$ cat src/rtl/lifo_stack_param.sv
// Parametrised synchronous LIFO stack with replace-top, empty bypass, peek,
// occupancy count, almost-full threshold and sticky overflow/underflow flags.
module lifo_stack_param #(
  parameter int unsigned WIDTH = 32,
  parameter int unsigned DEPTH = 16,
  parameter int unsigned AFULL = 12,
  parameter int unsigned CW    = $clog2(DEPTH + 1)
) (
  input  logic             clk,
  input  logic             reset,
  input  logic             push,
  input  logic             pop,
  input  logic [WIDTH-1:0] data_in,
  input  logic             clear_err,
  output logic [WIDTH-1:0] data_out,
  output logic             data_valid,
  output logic [WIDTH-1:0] top_out,
  output logic [CW-1:0]    last,
  output logic             empty,
  output logic             full,
  output logic             almost_full,
  output logic             overflow,
  output logic             underflow
);

  localparam int unsigned AW = $clog2(DEPTH);

  logic [WIDTH-1:0] r_mem [DEPTH];
  logic [WIDTH-1:0] r_dout;
  logic             r_dvalid;
  logic [CW-1:0]    r_last;
  logic             r_empty;
  logic             r_full;
  logic             r_afull;
  logic             r_ovf;
  logic             r_udf;

  logic             w_do_push;
  logic             w_do_pop;
  logic             w_replace;
  logic             w_bypass;
  logic             w_ovf_evt;
  logic             w_udf_evt;
  logic [CW-1:0]    w_last_nxt;
  logic [AW-1:0]    w_top_idx;
  logic [AW-1:0]    w_wr_idx;
  logic             w_mem_we;
  logic [WIDTH-1:0] w_top;

  // Operation decode from {push,pop} and the pre-edge occupancy flags
  always_comb begin
    w_do_push  = push & ~pop & ~r_full;
    w_do_pop   = pop & ~push & ~r_empty;
    w_replace  = push & pop & ~r_empty;
    w_bypass   = push & pop & r_empty;
    w_ovf_evt  = push & ~pop & r_full;
    w_udf_evt  = pop & ~push & r_empty;
    w_last_nxt = r_last;
    if (w_do_push) begin
      w_last_nxt = r_last + CW'(1);
    end else if (w_do_pop) begin
      w_last_nxt = r_last - CW'(1);
    end
  end

  always_comb begin
    w_top_idx = AW'(r_last - CW'(1));
    w_wr_idx  = w_replace ? w_top_idx : AW'(r_last);
    w_mem_we  = w_do_push | w_replace;
    w_top     = r_mem[w_top_idx];
  end

  // Storage is deliberately left out of reset
  always_ff @(posedge clk) begin
    if (w_mem_we) begin
      r_mem[w_wr_idx] <= data_in;
    end
  end

  always_ff @(posedge clk or negedge reset) begin
    if (!reset) begin
      r_dout   <= '0;
      r_dvalid <= 1'b0;
      r_last   <= '0;
      r_empty  <= 1'b1;
      r_full   <= 1'b0;
      r_afull  <= 1'b0;
      r_ovf    <= 1'b0;
      r_udf    <= 1'b0;
    end else begin
      if (w_do_pop || w_replace) begin
        r_dout <= w_top;
      end else if (w_bypass) begin
        r_dout <= data_in;
      end
      r_dvalid <= w_do_pop | w_replace | w_bypass;
      r_last   <= w_last_nxt;
      r_empty  <= (w_last_nxt == CW'(0));
      r_full   <= (w_last_nxt == CW'(DEPTH));
      r_afull  <= (w_last_nxt >= CW'(AFULL));
      // A new error event wins over a coincident clear
      r_ovf    <= w_ovf_evt | (r_ovf & ~clear_err);
      r_udf    <= w_udf_evt | (r_udf & ~clear_err);
    end
  end

  assign data_out    = r_dout;
  assign data_valid  = r_dvalid;
  assign top_out     = r_empty ? '0 : w_top;
  assign last        = r_last;
  assign empty       = r_empty;
  assign full        = r_full;
  assign almost_full = r_afull;
  assign overflow    = r_ovf;
  assign underflow   = r_udf;

endmodule

$ cat config.mk
export PLATFORM = sky130hd
export DESIGN_NAME = lifo_stack_param
export DESIGN_NICKNAME = d
export VERILOG_FILES = /design/src/rtl/lifo_stack_param.sv
export SDC_FILE = /design/constraint.sdc
export NUM_CORES = 1
export LEC_CHECK = 0
export ABC_AREA = 1
export CORE_MARGIN = 1
export CORE_UTILIZATION = 65
export CTS_CLUSTER_DIAMETER = 100
export DETAILED_ROUTE_END_ITERATION = 7
export PLACE_DENSITY = 0.91
export REMOVE_ABC_BUFFERS = 1
export SKIP_CTS_REPAIR_TIMING = 1
export SLEW_MARGIN = 40
export SYNTH_ARGS = -nofsm -noshare
export SYNTH_HDL_FRONTEND = slang
export SYNTH_SLANG_ARGS = --single-unit
$ cat constraint.sdc
create_clock -name clk -period 5.95 [get_ports clk]
set_input_delay 1.19 -clock clk [delete_from_list [all_inputs] [get_ports clk]]
set_output_delay 1.19 -clock clk [all_outputs]
set_load 0.02 [all_outputs]
== After elaboration in Yosys (flattened, before gate mapping) ==
Memory sizes are Yosys's and may differ from the RTL's.
Cells that the tools add are included.
Word-level totals
  memory bits (writable): 512
  memories kept: 1
  bits in latches: 0
  output and inout port bits: 75
  word-level logic and storage cells: 45
  ROM bits: 0
  register bits: 43
Cells by class
  muxes and demuxes: 8
  reductions and logical operators: 3
  div/mod/pow operators: 0
  order comparisons: 1
  equality and inequality tests: 1
  add/subtract/negate cells: 2
  shift-type cells: 0
  bitwise operators: 21
  multiply operators: 0
Memory list
  r_mem: words 16, bits a word 32, rd ports 1, clocked after Yosys merged registers in 0, write ports 1, line 28  | logic [WIDTH-1:0] r_mem [DEPTH];
Operators with widths (count)
  32-bit 2-to-1 mux: 3
  1-bit AND: 11
  5-bit 2-to-1 mux: 2
  5-bit by 1-bit adder with 5-bit output (second input constant): 1
  5-bit equality test (second input constant): 1
  5-bit by 4-bit >= comparator with 1-bit output (second input constant): 1
  5-bit zero test: 1
  1-bit NOT: 5
  1-bit bitwise OR: 5
  5-bit by 1-bit subtractor with 5-bit output (second input constant): 1
  4-bit 2-to-1 mux: 1
  1-bit 2-to-1 mux: 2
  2-bit nonzero test: 1
  1-bit logical OR: 1

== Longest topological paths before layout ==
  depth in word-level cells: 6
  mapped depth: 16
  mapped depth without buffers: 10

== Worst setup path after synthesis ==
Ideal clock, no wire load.
  kind: register -> register
  from: register r_last[0], in the netlist last[0]
  to: memory r_mem[14][0], enable pin
  stages on the path, launching flop included: 13
  period minus slack after synthesis: 3958 ps
  library setup time: 421 ps
  arrival: 3537 ps
  setup slack: 1992 ps
  cells stage by stage: dfrtp_1 -> inv_2 -> buf_6 -> buf_6 -> buf_2 -> ha_1 -> buf_4 -> inv_2 -> clkbuf_1 -> o21ai_1 -> inv_1 -> nand3_1 -> nor2_1
On the way
  longest elaborated chain between the ends: 2
Ends and longest elaborated chain
  start, declared: line 31  | logic [CW-1:0] r_last;
  start signal, assigned: line 97  | r_last <= w_last_nxt;
  5-bit by 1-bit subtractor with 5-bit output: line 67  | w_top_idx = AW'(r_last - CW'(1));
  4-bit 2-to-1 mux (*): line 68  | w_wr_idx = w_replace ? w_top_idx : AW'(r_last);
  end, declared: line 28
Every way passes the cells marked *; elsewhere a longest branch is shown, timed or not.

== Worst setup path after layout ==
  from: register r_last[0], in the netlist last[0]
  to: output top_out[0]
On the way
  longest elaborated chain between the ends: 3
Ends and longest elaborated chain
  5-bit by 1-bit subtractor with 5-bit output: line 67
  memory read 16 x 32 bit
  32-bit 2-to-1 mux: line 109  | assign top_out = r_empty ? '0 : w_top;
  end, declared: line 17  | output logic [WIDTH-1:0] top_out,
Every way passes these cells.

==> impl_metrics.csv <==
group,metric,value,unit
clocking,clkTransAtPathRegs,0.07,ns
drt,wl_per_cell,23.84,um
outcome,outcome,"complete, no violations",
floorplanning,die_y,191.9,um
logic_synthesis,ys_ff_latch,555,
drt,viasPerCell,6.428,
sta,period_minus_slack,5.377,ns
critical_path,crit_chain,"inv_4 -> buf_6 -> buf_4 -> o21ai_0 -> nand3_1 -> nand3_1 -> a21oi_1 -> clkdlybuf4s50_1",
logic_synthesis,synth_cell_type_count,28,
power,p_int,9.415,mW
sta,setup_viol,0,
placement,port_buffers,111,
clocking,clk_latency,0.59,ns
flow_run,maxCapViolCount,0,
floorplanning,io_pins,112,
floorplanning,die_w,191.9,um
sta,final.period_utilization,90.37,%
hold_path,min-delay-start,"data_out[11]$_DFFE_PN0P_",
critical_path,path_buf_inv,4,
logic_synthesis,synth_top_area_share,65.58,%
power,ir_drop,0.4731,mV
drt,detail-route-antenna-nets,0,
floorplanning,row_count,69,
cells_and_area,fin_cells,2689,
clocking,cts_sinks,555,
logic_synthesis,avgSynthCellArea,11.21,um^2
drt,drtIter0Drc,2499,
placement,dp_hpwl,34750,um
sta,skew,0.01875,ns
critical_path,crit_fanout,82,
cells_and_area,nFillCells,1975,
clocking,cts_made_buffers,53,
floorplanning,start_util,65.91,%
global_route,grt_pass1_vias,17100,
sta,max_slew_margin,44.42,%
logic_synthesis,synth_area_leaders,"edfxtp_1 (66%), nand2_1 (6.7%), nand3_1 (5.4%)",
critical_path,crit_top_cell,"nand3_1",
logic_synthesis,synth_warnings,0,
sta,finalHoldViolCount,0,
power,pwr-share-clk,20.4,%
critical_path,slowest_stage,"buf_4",
cells_and_area,nets,2221,
critical_path,critical_path_required,4.76,ns
clocking,cts_max_level,2,
clocking,cts_root_buffer,"clkbuf_16",
power,powerDensity,612.2,nW/um^2
sta,fin_tns_setup,0,ns
sta,worstMarginPinSlew,0.8336,ns
clocking,cts_tree,"built",
power,comb_power_share,49.2,%
global_route,antenna_found_initial,1,
logic_synthesis,synth_cells,2091,
critical_path,crit_path_end_kind,"primary output",
logic_synthesis,synth_area,23440,um^2
logic_synthesis,yosys.area.top_type,"edfxtp_1",
cells_and_area,layout_commonest_cell,"edfxtp_1",
critical_path,r2r_start,"last[0]$_DFF_PN0_",
hold_path,hold_path_class,"reg -> reg",
global_route,grt_pass1_wl,94610,um
power,total_power,16.48,mW
critical_path,crit_family,"buffers and inverters",
floorplanning,dieArea,36830,um^2
floorplanning,core_area,35570,um^2
power,leakagePower,10.22,nW
sta,rsz0062_at_grt,"false",
drt,dr.pass1.iters,6,
global_route,overflow,0,
critical_path,critPathMaxStageDelay,0.77,ns
critical_path,critical_path_class,"reg -> out",
drt,vias,17290,
power,swShare,42.88,%
cells_and_area,drive_gt1_share,7.188,%
cells_and_area,area_delta_synth_final,14.84,%
global_route,track_usage,34.81,%
drt,drt-total-wl,64110,um
power,pwr-share-seq,30.3,%
sta,final_max_slew_viol_count,0,
drt,drc,0,
cells_and_area,multiInputGateArea,5579,um^2
logic_synthesis,ys_seq_area_share,70.18,%
global_route,grt_max_degree,113,
cells_and_area,seqCellArea,16460,um^2
placement,gp_congestion,0.8197,
placement,placedCellCount,2587,
critical_path,cp-startpoint,"last[0]$_DFF_PN0_",
sta,fmax,0.1860,GHz
power,switching_power,7.067,mW
clocking,clockBufferDepth,3,
critical_path,crit_path_start_kind,"register",
critical_path,arrival,4.19,ns
cells_and_area,final_cell_mix,"edfxtp_1 (512), nand2_1 (418), nand3_1 (255)",
[tightest hold or removal path, delay by kind of cell (launching register included)]
family | cells | cell delay (ns)
DFF | 1 | 0.34
and+or+nand+nor | 2 | 0.10
[state kept, by name, summed over array words and instances, names as in the netlist]
name         cells
underflow        1
r_mem          512
almost_full      1
data_valid       1
empty            1
last             5
full             1
data_out        32
overflow         1
[cell families after synthesis]
logic type | count (synthesis) | share of synthesized area (%)
AND/OR/NAND/NOR | 909 | 16.03
AO/OA/AOI/OAI | 265 | 6.714
XOR/XNOR | 6 | 0.2562
buffers and inverters | 354 | 6.719
flip-flops | 555 | 70.18
adder cells (fa/ha/maj) | 2 | 0.1067
[path summary, 6_finish.rpt]
check	slack, ns	depth (start not counted)	end
worst max-delay path	0.57	8	top_out[0]
worst min-delay path	0.48	2	data_out[11]$_DFFE_PN0P_
worst max register to register	1.53	10	r_mem[14][15]$_DFFE_PP_
worst min register to register	0.48	2	data_out[11]$_DFFE_PN0P_
max in group asynchronous	4.66	2	last[0]$_DFF_PN0_
min in group asynchronous	0.74	2	data_out[26]$_DFFE_PN0P_
[final cells by class]
| type | count | area share [%] |
|---|---|---|
| timing repair buffer | 158 | 6.357 |
| antenna | 2 | 0.01859 |
| clock buffer | 73 | 5.512 |
| sequential | 555 | 61.13 |
| multi-input combinational | 1182 | 20.72 |
| tap | 461 | 2.142 |
| clock inverter | 26 | 0.8458 |
| inverter | 232 | 3.267 |
[cell usage after synthesis]
library cell / instances
nand3b_1: 1
buf_6: 11
edfxtp_1: 512
o21ai_2: 1
nor2_4: 1
nor2_2: 1
o211ai_1: 96
o21ai_0: 110
buf_1: 11
ha_1: 2
dfstp_2: 1
nor2_1: 228
o32ai_1: 1
nand3_1: 255
buf_2: 56
nand4_1: 1
o21ai_1: 24
dfrtp_1: 42
inv_2: 7
clkbuf_1: 19
xor2_1: 5
inv_1: 223
a21oi_1: 33
xnor2_2: 1
clkinv_1: 2
nand2_1: 418
buf_4: 25
nand2_2: 4
[stage by stage]
step | area (um^2) | hold slack, ns | utilization, % | worst slack (ns)
after floorplan | 22740 | 0.5912 | - | -8.977
after global routing | 26920 | 0.5251 | 75.69 | 0.4553
after global placement | 24880 | 0.4620 | 69.96 | 1.038
after CTS | 26890 | 0.4817 | 75.60 | 0.4590
after detailed placement | 25180 | 0.4643 | 70.79 | 1.173
final | 26920 | 0.4760 | 75.69 | 0.5730
[power by group through the flow]
stage	Clock [mW]	Combinational (mW)	Sequential (mW)
after floorplan	0	4.42	5.38
after global placement	0	7.34	5.03
after detailed placement	0	7.76	5.06
after CTS	3.35	7.93	4.99
after global routing	3.50	8.66	5.03
final	3.37	8.11	5.00
[layer usage]
| layer | track usage (%) | share of wire, % | up-vias |
|---|---|---|---|
| met1 | 42.76 | 34 | 8184 |
| met2 | 57.62 | 49 | 1455 |
| met4 | 22.19 | 5.5 | 0 |
| met3 | 5.792 | 11 | 323 |
| li1 | - | - | 7324 |
| met5 | 0 | 0 | - |
Note: power is estimated with default switching activity, not from simulation.
